[config.mk]
export PLATFORM = sky130hd
export DESIGN_NAME = gp0_cmd_reader
export DESIGN_NICKNAME = d
export VERILOG_FILES = /design/src/rtl/gpu_pkg.sv /design/src/rtl/gp0_len_decode.sv /design/src/rtl/gp0_cmd_reader.sv
export SDC_FILE = /design/constraint.sdc
export NUM_CORES = 1
export LEC_CHECK = 0
export BUFFER_PORTS_ARGS = -buffer_cell sky130_fd_sc_hd__buf_2
export CORE_UTILIZATION = 35
export DETAILED_ROUTE_END_ITERATION = 12
export PLACE_DENSITY_LB_ADDON = 0.12
export SLEW_MARGIN = 20
export SYNTH_ARGS = -nofsm -noshare
export SYNTH_HDL_FRONTEND = slang
export SYNTH_SLANG_ARGS = --single-unit
[constraint.sdc]
create_clock -name clk -period 23.4 [get_ports clk]
set_input_delay 3.51 -clock clk [delete_from_list [all_inputs] [get_ports clk]]
set_output_delay 3.51 -clock clk [all_outputs]
set_load 0.01 [all_outputs]
[src/rtl/gpu_pkg.sv]
// Shared GPU definitions: GP0 opcode constants, packet buffer sizing and reader state encoding.
package gpu_pkg;

  localparam int unsigned MAX_WORDS = 12;
  localparam int unsigned WORD_W    = 32;
  localparam int unsigned LEN_W     = 4;

  localparam logic [7:0] OP_NOP       = 8'h00;
  localparam logic [7:0] OP_CLR_CACHE = 8'h01;
  localparam logic [7:0] OP_FILL      = 8'h02;
  localparam logic [7:0] OP_POLY_BASE = 8'h20;
  localparam logic [7:0] OP_LINE_BASE = 8'h40;
  localparam logic [7:0] OP_RECT_BASE = 8'h60;
  localparam logic [7:0] OP_ENV_LO    = 8'hE1;
  localparam logic [7:0] OP_ENV_HI    = 8'hE6;

  typedef enum logic [1:0] {IDLE, FETCH, HOLD} rd_state_t;

  typedef logic [MAX_WORDS-1:0][WORD_W-1:0] pkt_words_t;

endpackage

[src/rtl/gp0_len_decode.sv]
// GP0 command byte to packet word count; flags opcodes the reader does not support.
module gp0_len_decode (
  input  logic [7:0] op,
  output logic [3:0] len,
  output logic       unknown
);
  import gpu_pkg::*;

  logic [LEN_W-1:0] nv;

  always_comb begin
    len     = LEN_W'(1);
    unknown = 1'b0;
    nv      = LEN_W'(3) + LEN_W'(op[3]);
    if (op == OP_NOP || op == OP_CLR_CACHE || (op >= OP_ENV_LO && op <= OP_ENV_HI)) begin
      len = LEN_W'(1);
    end else if (op == OP_FILL) begin
      len = LEN_W'(3);
    end else if (op[7:5] == OP_POLY_BASE[7:5]) begin
      // header + vertices * (1 + texcoord) + extra colours for gouraud
      len = LEN_W'(1) + nv * (LEN_W'(1) + LEN_W'(op[2]))
          + (op[4] ? (nv - LEN_W'(1)) : LEN_W'(0));
    end else if (op[7:5] == OP_LINE_BASE[7:5]) begin
      len = LEN_W'(3) + LEN_W'(op[4]);
    end else if (op[7:5] == OP_RECT_BASE[7:5]) begin
      len = LEN_W'(2) + LEN_W'(op[2]) + LEN_W'(op[4:3] == 2'b00);
    end else begin
      unknown = 1'b1;
    end
  end

endmodule

[src/rtl/gp0_cmd_reader.sv]
// GP0 FIFO consumer: assembles whole command packets and hands them to primitive setup.
// Optional GP0_CMD_READER_TIMEOUT_EN aborts a packet starved for TIMEOUT cycles (timeout_err).
module gp0_cmd_reader #(
  parameter int unsigned MAX_WORDS = gpu_pkg::MAX_WORDS
`ifdef GP0_CMD_READER_TIMEOUT_EN
  , parameter int unsigned TIMEOUT = 255
`endif
) (
  input  logic                clk,
  input  logic                rst,
  input  logic                flush,
  input  logic                fifo_empty,
  input  logic [31:0]         fifo_data,
  output logic                fifo_re,
  output logic                pkt_valid,
  input  logic                pkt_ready,
  output logic [7:0]          pkt_op,
  output logic [3:0]          pkt_len,
  output gpu_pkg::pkt_words_t pkt_data,
  output logic                unk_op,
`ifdef GP0_CMD_READER_TIMEOUT_EN
  output logic                timeout_err,
`endif
  output logic                busy
);
  import gpu_pkg::*;

  rd_state_t        state, state_nxt;
  logic [LEN_W-1:0] cnt;
  logic [LEN_W-1:0] dec_len;
  logic             dec_unk;
  logic             stall_hit;

  gp0_len_decode u_len_decode (
    .op      (fifo_data[31:24]),
    .len     (dec_len),
    .unknown (dec_unk)
  );

  assign fifo_re   = (state == IDLE || state == FETCH) && !fifo_empty && !flush;
  assign pkt_valid = (state == HOLD);
  assign busy      = (state != IDLE);

`ifdef GP0_CMD_READER_TIMEOUT_EN
  logic [7:0] stall_cnt;

  assign stall_hit = (state == FETCH) && fifo_empty && !flush
                   && (stall_cnt == 8'(TIMEOUT - 1));

  // Counts consecutive empty FETCH cycles; any pop or exit from FETCH restarts it.
  always_ff @(posedge clk or posedge rst) begin
    if (rst) begin
      stall_cnt   <= 8'd0;
      timeout_err <= 1'b0;
    end else begin
      timeout_err <= stall_hit;
      if (state != FETCH || fifo_re || stall_hit) begin
        stall_cnt <= 8'd0;
      end else if (fifo_empty) begin
        stall_cnt <= stall_cnt + 8'd1;
      end
    end
  end
`else
  assign stall_hit = 1'b0;
`endif

  always_ff @(posedge clk or posedge rst) begin
    if (rst) state <= IDLE;
    else     state <= state_nxt;
  end

  always_comb begin
    state_nxt = state;
    case (state)
      IDLE: begin
        if (fifo_re) state_nxt = (dec_len == LEN_W'(1)) ? HOLD : FETCH;
      end
      FETCH: begin
        if (flush || stall_hit)                           state_nxt = IDLE;
        else if (fifo_re && (cnt + LEN_W'(1) == pkt_len)) state_nxt = HOLD;
      end
      HOLD: begin
        if (flush || pkt_ready) state_nxt = IDLE;
      end
      default: state_nxt = IDLE;
    endcase
  end

  // Word0 pop clears the buffer so words past the packet length read as zero.
  always_ff @(posedge clk or posedge rst) begin
    if (rst) begin
      cnt      <= '0;
      pkt_op   <= 8'd0;
      pkt_len  <= '0;
      pkt_data <= '0;
      unk_op   <= 1'b0;
    end else begin
      unk_op <= 1'b0;
      if (fifo_re) begin
        if (state == IDLE) begin
          pkt_data <= pkt_words_t'(fifo_data);
          pkt_op   <= fifo_data[31:24];
          pkt_len  <= dec_len;
          cnt      <= LEN_W'(1);
          unk_op   <= dec_unk;
        end else begin
          pkt_data[cnt] <= fifo_data;
          cnt           <= cnt + LEN_W'(1);
        end
      end
    end
  end

  a_len_range: assert property (@(posedge clk) disable iff (rst)
    (state == IDLE && fifo_re) |-> (dec_len != '0 && 32'(dec_len) <= MAX_WORDS));

endmodule
# Word level (Yosys, flattened, before mapping)
# Index checks and enable logic that the tools add are counted.
[totals] register_bits=403 word_cells=84 out_inout_bits=400 in_bits=37
[classes] mux=24 addsub=9 n_lt_le_gt_ge=4 eq_ne=12 n_reduce_logical=17 multipliers=1
[op_table] op="bitwise mux 384 bit" count=1
[op_table] op="two-way mux 384 bit" count=1
[op_table] op="demux 32 bit (select 4 bit)" count=1
[op_table] op="two-way mux 32 bit" count=1
[op_table] op="two-way mux 4 bit" count=7
[op_table] op="two-way mux 2 bit" count=5
[op_table] op="adder 2 x 1 -> 3 bit (first input constant)" count=3
[op_table] op="equality test 8 x 1 -> 1 bit (second input constant)" count=1
[op_table] op="equality test 8 x 2 -> 1 bit (second input constant)" count=1
[op_table] op="greater-or-equal comparator 8 bit (second input constant)" count=1
[op_table] op="less-or-equal comparator 8 bit (second input constant)" count=1
[op_table] op="zero test 8 bit" count=1
[op_table] op="two-way mux 1 bit" count=7
[op_table] op="equality test 3 x 2 -> 1 bit (second input constant)" count=2
[op_table] op="case mux 2 bit (3 select lines)" count=1
[op_table] op="logical AND 1 bit" count=5
[op_table] op="less-than comparator 4 x 5 -> 1 bit (second input constant)" count=1
[op_table] op="adder 1 x 4 -> 4 bit (first input constant)" count=1
[op_table] op="adder 4 x 1 -> 4 bit" count=1
[op_table] op="adder 4 x 1 -> 4 bit (second input constant)" count=1
[op_table] op="adder 4 bit" count=1
[op_table] op="equality test 4 x 1 -> 1 bit (second input constant)" count=1
[op_table] op="equality test 4 bit" count=1
[op_table] op="greater-or-equal comparator 4 x 1 -> 1 bit (second input constant)" count=1
[op_table] op="15 further kinds" count=20

# Depth between registers and ports, before layout
# Gate-level depths: netlist (run 1).
[depth] ltp_word=11 ltp_mapped=9 mapped_depth_nobuf=9

# By module
# Synthesis (run 1) repeated with hierarchy kept, for this count alone.
[hier_totals] hier_cells=1442 area_unflattened_um2=16107.9
[modules_own_cells] module="gp0_cmd_reader" instances=1 cells_per_inst=1399 seq_area_each_um2=10084.7 area_per_inst_um2=15766.4
[modules_own_cells] module="gp0_len_decode" instances=1 cells_per_inst=43 seq_area_each_um2=0.0 area_per_inst_um2=341.6

# Worst setup path before layout (run 1)
# OpenSTA, ideal clock, no wires.
[synth_timing] path_type="input to output" start="in flush" end="out fifo_re" cell_stages=3 setup_slack_ns=15.739 n_path_buf=1 arrival_time_ns=4.151 t_required_ns=19.890 path_cell_list="or3_1 buf_2 inv_1"
[synth_between] elab_chain_len=2
[synth_rtl] element="start: declaration" line_no="gp0_cmd_reader.sv:11" text="input logic flush,"
[synth_rtl] element="zero test 1 bit" line_no="gp0_cmd_reader.sv:40" text="assign fifo_re = (state == IDLE || state == FETCH) && !fifo_empty && !flush;"
[synth_rtl] element="logical AND 1 bit" line_no="gp0_cmd_reader.sv:40"
[synth_rtl] element="end: declaration" line_no="gp0_cmd_reader.sv:14" text="output logic fifo_re,"
# No other way between the ends.

# Worst setup path in the final report (run 1)
# Same ends and word-level chain as after synthesis.

==> impl_metrics.json, run 1 <==
{
  "status": "finished, final reports clean",
  "io_buffer_count": 436,
  "tightest_slew_ns": 1.055,
  "syn_nets": 1501,
  "grt_overflow": 0,
  "ys_top_cells_by_area": "dfrtp_1 (65%), nand3_1 (11%), o21ai_0 (11%)",
  "vias_per_cell": 5.047,
  "period_needed_ns": 8.091,
  "required_ns": 19.89,
  "synth.avg_cell_area_sq_um": 10.73,
  "cts_tree": "built",
  "nets": 1843,
  "worstPathArrival_ns": 4.58,
  "synth_top_flop_cell": "dfrtp_1",
  "die_area_sq_um": 45410,
  "peakVddDrop_v": 0.00005818,
  "grt_setup_unrepaired": "no",
  "synth-seq-area-share_pct": 64.66,
  "hold_path_class": "register to register",
  "grt_pass1_vias": 11739,
  "power_leakage_nw": 10.06,
  "num_vias": 12203,
  "setup_viol": 0,
  "grt_max_degree": 205,
  "rows": 76,
  "startpoint_type": "input port",
  "maxSlewHeadroom_pct": 29.64,
  "async_flop_share_pct": 100.0,
  "die_x_microns": 213.1,
  "yosys.area.top_type_share_pct": 64.66,
  "drc": 0,
  "hpwl_microns": 33010,
  "stdcell_area_sq_um": 19730,
  "cts_setup_buffers": 0,
  "max_freq_ghz": 0.1236,
  "grt_usage_pct": 21.85,
  "drt_iter0_markers": 774,
  "critPathMaxFanout": 7,
  "ys_seq_elements": 403,
  "timing.final.hold_violations": 0,
  "core_sq_um": 43550,
  "root_buffer": "clkbuf_16",
  "area_delta_synth_final_pct": 26.50,
  "dp_slack_ns": 15.33,
  "gp_congestion": 0.7817,
  "cellPowerDensity_nw_per_um2": 99.56,
  "setup_slack_ns": 15.31,
  "cts_buffer_depth": 3,
  "ios": 437,
  "netlist_instances": 1454,
  "cap_violations": 0,
  "synth_enable_flop_cells": 0,
  "cp-end-kind": "output port",
  "drtAntennaViolNets": 0,
  "cts_resized": 0,
  "worstSetupPathType": "input port to output port",
  "setup_tns_ns": 0,
  "cts_max_level": 2,
  "grt_pass1_wl_microns": 75100,
  "synthesis.area_sq_um": 15600,
  "initial_core_util_pct": 35.81,
  "die_h_microns": 213.1,
  "postPlaceCellArea_sq_um": 18030,
  "clock_latency_ns": 0.58,
  "fin_crit_sh_pct": 34.58,
  "numCtsBuffers": 45,
  "clock-sinks": 403,
  "wl_microns": 49760,
  "yosysTopAreaCell": "dfrtp_1",
  "wire_per_inst_microns": 20.58,
  "final_layout_size_suffix_gt1_share_pct": 31.95,
  "yosysWarningCount": 0,
  "report.final.slew_viol_count": 0,
  "synthDistinctLibCells": 42,
  "dr.pass1.iters": 5,
  "fin_skew_ns": 0.01172,
  "hold_buffers": 0,
  "grt_antenna_before_repair": 4,
  "path_clk_slew_ns": 0.05
}
==> worst paths after layout <==
kind	startpoint	endpoint	slack, ns	cells past startpoint
setup / recovery	flush	fifo_re	15.31	4
hold / removal	pkt_op[3]	pkt_op[3]	0.48	2
setup reg to reg	state[0]	pkt_op[5]	20.03	5
hold reg to reg	pkt_op[3]	pkt_op[3]	0.48	2
max in group asynchronous	rst	pkt_data[320]	18.83	3
min in group asynchronous	rst	pkt_data[217]	3.08	2
==> registers in the layout, indices dropped and copies added, names as in the netlist <==
| register | cells |
|---|---|
| state | 2 |
| pkt_len | 4 |
| unk_op | 1 |
| cnt | 4 |
| pkt_data | 384 |
| pkt_op | 8 |
==> routing by layer <==
| metal | track usage (%) | wire length (microns) |
|---|---|---|
| met1 | 32.34 | 23570 |
| met3 | 5.471 | 3313 |
| met4 | 5.532 | 909 |
| met2 | 31.71 | 21960 |
| met5 | 0 | 0 |
==> metrics by stage <==
step           power (W)  instances  util (%)  hold slack [ns]
2_1_floorplan   0.001041       1454         -           0.5162
3_3_place_gp    0.001216       2332     41.40           0.4633
3_5_place_dp    0.001222       2332     41.40           0.4716
4_1_cts         0.001987       2414     45.10           0.4834
5_1_grt         0.002057       2416     45.29           0.5009
6_report        0.001964       2418     45.30           0.4769
==> cell usage in the layout, fill, tap and decap left out, types with 2 or more instances in the layout <==
cell type | Yosys | final
a211oi_1 | 3 | 3
a21oi_1 | 4 | 3
buf_12 | 0 | 2
buf_16 | 0 | 2
buf_2 | 28 | 436
buf_4 | 3 | 9
bufinv_16 | 0 | 5
clkbuf_1 | 91 | 4
clkbuf_16 | 0 | 47
clkbuf_8 | 0 | 15
clkinv_2 | 0 | 8
clkinvlp_4 | 0 | 2
dfrtp_1 | 403 | 403
diode_2 | 0 | 2
ha_1 | 10 | 10
inv_1 | 7 | 6
mux2_2 | 39 | 39
nand2_1 | 50 | 47
nand2_2 | 8 | 5
nand2_4 | 0 | 6
nand2b_1 | 3 | 2
nand3_1 | 357 | 357
nand3b_1 | 2 | 2
nor2_1 | 9 | 9
nor2b_1 | 6 | 6
nor3_1 | 2 | 2
nor3b_4 | 2 | 2
o21a_1 | 2 | 2
o21ai_0 | 335 | 335
o21ai_1 | 27 | 27
o31ai_1 | 3 | 3
or2_2 | 2 | 2
or3_1 | 2 | 2
xnor2_1 | 7 | 7
xor2_1 | 2 | 2
==> kinds of logic (layout without fill, tap and decap cells) <==
family / after synthesis / in the layout / share of synthesized area, %
AND/OR/NAND/NOR: 448 / 448 / 14.37
buffers and inverters: 161 / 538 / 4.171
AO/OA/AOI/OAI: 383 / 383 / 12.62
flip-flops: 403 / 403 / 64.66
adder cells (fa/ha/maj): 10 / 10 / 0.8022
multiplexers: 40 / 40 / 2.880
other: 0 / 2 / 0
XOR/XNOR: 9 / 9 / 0.5054
==> where the power goes <==
group	internal (W)	switching [W]
logic	0.000121	0.000273
registers	0.000773	0.0000412
clock network	0.000468	0.000289
total	0.00136	0.000602
==> worst max-delay path, stage by stage <==
cell   delay, ns
buf_2       0.14
or3_1       0.54
inv_1       0.21
buf_2       0.18
==> synth_stat cells (3+ instances only) <==
cell type,instances
dfrtp_1,403
nand3_1,357
o21ai_0,335
clkbuf_1,91
nand2_1,50
mux2_2,39
buf_1,32
buf_2,28
o21ai_1,27
ha_1,10
nor2_1,9
nand2_2,8
inv_1,7
xnor2_1,7
nor2b_1,6
a21oi_1,4
a211oi_1,3
buf_4,3
nand2b_1,3
o31ai_1,3
==> final cells by class <==
class / count / area [sq um]
repair buffers: 449 / 2345
inverters: 7 / 33.78
fillers: 4360 / 23820
flip-flops and latches: 403 / 10080
diodes: 2 / 5.005
clock buffers: 66 / 1398
well taps: 585 / 732.0
multi-input cells: 890 / 4918
clock inverters: 16 / 214.0
No activity file was read; power rests on OpenSTA's default activity.
==> inputs of run 2 (changes only) <==
==> constraint.sdc (replaced) <==
create_clock -name clk -period 7.05 [get_ports clk]
set_input_delay 1.0575 -clock clk [delete_from_list [all_inputs] [get_ports clk]]
set_output_delay 1.0575 -clock clk [all_outputs]
set_load 0.01 [all_outputs]
==> run 2 against run 1 <==
Compared with the run above: critical endpoint is now pkt_op[0]; largest cell class unchanged; sequential share of layout area is 0.64 points higher; utilization is 0.56 points lower; design area down 1.2%; register-to-register slack got worse by 16 ns; largest power group unchanged; routed wire length increased by 2.2%; global-route usage increased by 0.27 points; non-clock buffer count fell by 5.
==> impl_metrics.json, run 2 (synthesis gave the netlist of run 1 again) <==
{
  "status": "finished, final reports clean",
  "peakVddDrop_v": 0.0002044,
  "initial_core_util_pct": 35.81,
  "global_route.usage.met2_pct": 31.96,
  "combinationalPowerShare_pct": 20.9,
  "final_layout_size_suffix_gt1_share_pct": 31.26,
  "hold_path_class": "register to register",
  "setup_slack_ns": 3.593,
  "grt_antenna_before_repair": 1,
  "drt_iter0_markers": 893,
  "nets": 1838,
  "p_seq_share_pct": 43.1,
  "num_vias": 12277,
  "die_area_sq_um": 45410,
  "dp_slack_ns": 3.549,
  "dr.pass1.iters": 5,
  "max_freq_ghz": 0.2893,
  "power_leakage_nw": 9.960,
  "tightest_slew_ns": 1.155,
  "clock_latency_ns": 0.56,
  "max_stage_delay_ns": 0.73,
  "area_delta_synth_final_pct": 24.92,
  "cap_violations": 0,
  "hold_buffers": 0,
  "gp_congestion": 0.8040,
  "wl_microns": 50840,
  "root_buffer": "clkbuf_16",
  "largestRegisters": "pkt_data (384), pkt_op (8)",
  "internal_power_w": 0.004273,
  "drc": 0,
  "cts_setup_buffers": 0,
  "worstPathArrival_ns": 3.90,
  "grt_pass1_wl_microns": 75560,
  "numCtsBuffers": 45,
  "setup_tns_ns": 0,
  "period_needed_ns": 3.457,
  "grt_setup_unrepaired": "no",
  "layout_commonest_cell": "buf_2",
  "cellPowerDensity_nw_per_um2": 322.2,
  "cts_buffer_depth": 3,
  "p_clk_share_pct": 36.0,
  "slowest_stage": "nand2b_4",
  "rows": 76,
  "vias_per_cell": 5.103,
  "core_sq_um": 43550,
  "hpwl_microns": 33660,
  "grt_usage_pct": 22.12,
  "crit_path_start": "state[0]",
  "fin_skew_ns": 0.01690,
  "worstSetupPathType": "register to register",
  "die_x_microns": 213.1,
  "min_from": "pkt_op[3]",
  "io_buffer_count": 436,
  "layout_common_cells": "buf_2 (436), dfrtp_1 (403), nand3_1 (357)",
  "cp-end-kind": "register",
  "largest_reg_flops": 384,
  "grt_use_met1_pct": 32.56,
  "grt-busiest-layer": "met1",
  "wire_per_inst_microns": 21.13,
  "postPlaceCellArea_sq_um": 18010,
  "grt_overflow": 0,
  "report.final.slew_viol_count": 0,
  "grt_max_degree": 222,
  "power_switching_w": 0.002005,
  "cpLargestDelayFamily": "simple AND/OR/NAND/NOR gates",
  "setup_viol": 0,
  "maxSlewHeadroom_pct": 22.97,
  "clock-sinks": 403,
  "cts_resized": 0,
  "final_util_pct": 44.74,
  "fin_crit_sh_pct": 49.03,
  "path_buf_inv": 1,
  "drtAntennaViolNets": 0,
  "startpoint_type": "register",
  "switching_share_pct": 31.94,
  "critPathMaxFanout": 221,
  "largest_register": "pkt_data",
  "cts_tree": "built",
  "hold_ws_ns": 0.4769,
  "die_h_microns": 213.1,
  "ios": 437,
  "reg2reg_from": "state[0]",
  "timing.final.hold_violations": 0,
  "required_ns": 7.49,
  "stdcell_area_sq_um": 19480,
  "path_clk_slew_ns": 0.06,
  "grt_pass1_vias": 11627,
  "grt.met3_usage_pct": 5.368,
  "cts_max_level": 2,
  "cp_cell_sequence": "or2_2, nand2b_4, buf_12, mux2_2"
}
run 2: worst paths after layout:
| kind | to | slack [ns] | cells after the start |
|---|---|---|---|
| worst max register to register | pkt_op[0] | 3.59 | 4 |
| worst max-delay path | pkt_op[0] | 3.59 | 4 |
| worst min-delay path | pkt_op[3] | 0.48 | 2 |
| max in group asynchronous | pkt_data[383] | 5.01 | 3 |
| min in group asynchronous | pkt_data[114] | 0.65 | 2 |
| worst min register to register | pkt_op[3] | 0.48 | 2 |
run 2: layout make-up:
type | instances | area [sq um]
well taps | 585 | 732.0
clock buffers | 63 | 1295
multi-input cells | 890 | 4933
flip-flops and latches | 403 | 10080
repair buffers | 444 | 2303
inverters | 7 | 30.03
fillers | 4330 | 24070
diodes | 1 | 2.502
clock inverters | 13 | 103.9
run 2: layer usage:
layer  vias to the layer above  part of all wire [%]
li1                       5783                     -
met1                      6051                    47
met2                       369                    44
met3                        74                   6.6
met4                         0                   2.5
met5                         -                     0
run 2: tightest hold or removal path: cells and delay by family (launching register included):
kind               cells  cell delay, ns
AOI/OAI and AO/OA      1            0.06
and+or+nand+nor        1            0.05
DFF                    1            0.34
run 2: stage by stage:
| stage | instances | total power (W) |
|---|---|---|
| floorplan | 1454 | 0.003457 |
| global placement | 2328 | 0.004043 |
| detailed placement | 2328 | 0.004063 |
| CTS | 2404 | 0.006348 |
| global route | 2405 | 0.006577 |
| finish | 2406 | 0.006279 |
run 2: power by group through the flow:
stage / Clock, W / Combinational (W) / Sequential [W]
after floorplan: 0 / 0.000600 / 0.00286
after global placement: 0 / 0.00131 / 0.00273
after detailed placement: 0 / 0.00132 / 0.00274
after CTS: 0.00232 / 0.00132 / 0.00270
after global routing: 0.00241 / 0.00143 / 0.00273
final: 0.00226 / 0.00131 / 0.00270
==> inputs of run 3 (changes only) <==
==> constraint.sdc (replaced) <==
create_clock -name clk -period 3 [get_ports clk]
set_input_delay 0.45 -clock clk [delete_from_list [all_inputs] [get_ports clk]]
set_output_delay 0.45 -clock clk [all_outputs]
set_load 0.01 [all_outputs]
==> run 3 against run 2 <==
Compared with the run above: worst hold slack got worse by 0.35 ns; critical path type is now register to output port; global-route usage about the same; sequential share of layout area decreased by 0.82 points; via count increased by 0.48%; power increased by 140%; die area unchanged; critical path depth decreased by 1; routed wire length decreased by 0.39%; utilization increased by 0.72 points; count of clock-buffer cells in the layout increased by 6; clock power increased by 140%; highest routed layer unchanged.
==> impl_metrics.json, run 3 (synthesis gave the netlist of run 1 again) <==
{
  "status": "finished, final reports clean",
  "final_util_pct": 45.46,
  "fill_cells": 4218,
  "grt_antenna_before_repair": 3,
  "cpLargestDelayFamily": "simple AND/OR/NAND/NOR gates",
  "setup_viol": 0,
  "vias_per_cell": 5.062,
  "hold_path_class": "input port to register",
  "wire_per_inst_microns": 20.78,
  "final-instance-count-excl-fill": 2437,
  "cts_setup_buffers": 0,
  "rrSetupSlack_ns": 0.70,
  "num_vias": 12336,
  "cts_tree": "built",
  "drc": 0,
  "nets": 1867,
  "cp_cell_sequence": "or3_1, inv_1, buf_2",
  "r2r_cells": 6,
  "max_stage_delay_ns": 0.59,
  "slowest_stage": "or3_1",
  "grt_overflow": 0,
  "fin_crit_sh_pct": 80.56,
  "largestRegisters": "pkt_data (384), pkt_op (8)",
  "largest_reg_flops": 384,
  "die_area_sq_um": 45410,
  "reg2reg_from": "state[1]",
  "numCtsBuffers": 45,
  "timing.final.hold_violations": 0,
  "gp_congestion": 0.7791,
  "grt_pass1_wl_microns": 75560,
  "layout_commonest_cell": "buf_2",
  "clock-sinks": 403,
  "cts_buffer_depth": 3,
  "rows": 76,
  "initial_core_util_pct": 35.81,
  "peakVddDrop_v": 0.0004753,
  "tightest_slew_ns": 0.7592,
  "power_w": 0.01496,
  "period_needed_ns": 2.417,
  "cp_num_cells": 3,
  "maxSlewHeadroom_pct": 49.26,
  "max_freq_ghz": 0.4138,
  "fin_skew_ns": 0.01616,
  "power_leakage_nw": 10.05,
  "io_buffer_count": 436,
  "startpoint_type": "register",
  "dr.pass1.iters": 4,
  "die_h_microns": 213.1,
  "worstSetupPathType": "register to output port",
  "grt_setup_unrepaired": "no",
  "drt_iter0_markers": 776,
  "report.final.slew_viol_count": 0,
  "r2r-end": "pkt_data[319]",
  "hpwl_microns": 34780,
  "grt_usage_pct": 22.16,
  "core_sq_um": 43550,
  "setup_slack_ns": 0.5831,
  "grt_pass1_vias": 12002,
  "cts_max_level": 2,
  "wl_microns": 50640,
  "largest_register": "pkt_data",
  "clock_latency_ns": 0.56,
  "grt_max_degree": 98,
  "die_x_microns": 213.1,
  "dp_slack_ns": 0.3362,
  "root_buffer": "clkbuf_16",
  "hold_ws_ns": 0.1318,
  "cp-endpoint": "fifo_re",
  "area_delta_synth_final_pct": 26.95,
  "cp-end-kind": "output port",
  "path_clk_slew_ns": 0.06,
  "cap_violations": 0,
  "required_ns": 2.55,
  "crit_path_start": "state[1]",
  "cellPowerDensity_nw_per_um2": 755.5,
  "layout_common_cells": "buf_2 (436), dfrtp_1 (403), nand3_1 (357)",
  "worstPathArrival_ns": 1.97,
  "ios": 437,
  "cts_resized": 0,
  "path_buf_inv": 2,
  "critPathMaxFanout": 7,
  "drtAntennaViolNets": 0,
  "final_layout_size_suffix_gt1_share_pct": 32.27,
  "dp_cells": 2357
}
-- run 3: where the power goes --
| group | internal (W) | total (W) | switching (W) | leakage (nW) |
|---|---|---|---|---|
| clock network | 0.00331 | 0.00547 | 0.00216 | 0.730 |
| registers | 0.00603 | 0.00637 | 0.000333 | 5.52 |
| logic | 0.000994 | 0.00312 | 0.00213 | 3.80 |
| total | 0.0103 | 0.0150 | 0.00462 | 10.0 |
-- run 3: stage by stage --
step           setup TNS, ns  cell area (sq um)
2_1_floorplan       -1159.72              15600
3_3_place_gp               0              18310
3_5_place_dp               0              18310
4_1_cts                    0              19800
5_1_grt                    0              19800
6_report                   0              19800
-- run 3: layout make-up --
cell class              instances  area, sq um  share of cell area, %
diodes                          2        5.005                0.02528
clock buffers                  69         1379                  6.964
clock inverters                 8        93.84                 0.4739
inverters                       7        30.03                 0.1517
multi-input cells             890         4888                  24.69
flip-flops and latches        403        10080                  50.93
well taps                     585        732.0                  3.697
repair buffers                473         2587                  13.07
-- run 3: worst min path at each step --
stage,to,startpoint,depth (start not counted),slack [ns]
2_1_floorplan,pkt_op[2],pkt_op[2],2,0.52
3_3_place_gp,pkt_data[299],pkt_data[299],2,0.48
3_5_place_dp,pkt_op[3],pkt_op[3],2,0.47
4_1_cts,pkt_data[22],fifo_data[22],2,0.1
5_1_grt,pkt_data[7],fifo_data[7],2,0.11
6_report,pkt_data[22],fifo_data[22],2,0.13
-- run 3: timing repair --
item | CTS | global route
hold endpoints to repair | 9 | 0
endpoints found under the setup margin | 0 | 0
hold buffers | 1 | 0
-- run 3: metal layers --
layer | vias to the layer above | GRT usage (%) | wire [microns]
li1 | 5845 | - | -
met2 | 369 | 32.79 | 22610
met3 | 51 | 5.192 | 3446
met5 | - | 0 | 0
met1 | 6071 | 32.56 | 23710
met4 | 0 | 5.408 | 868
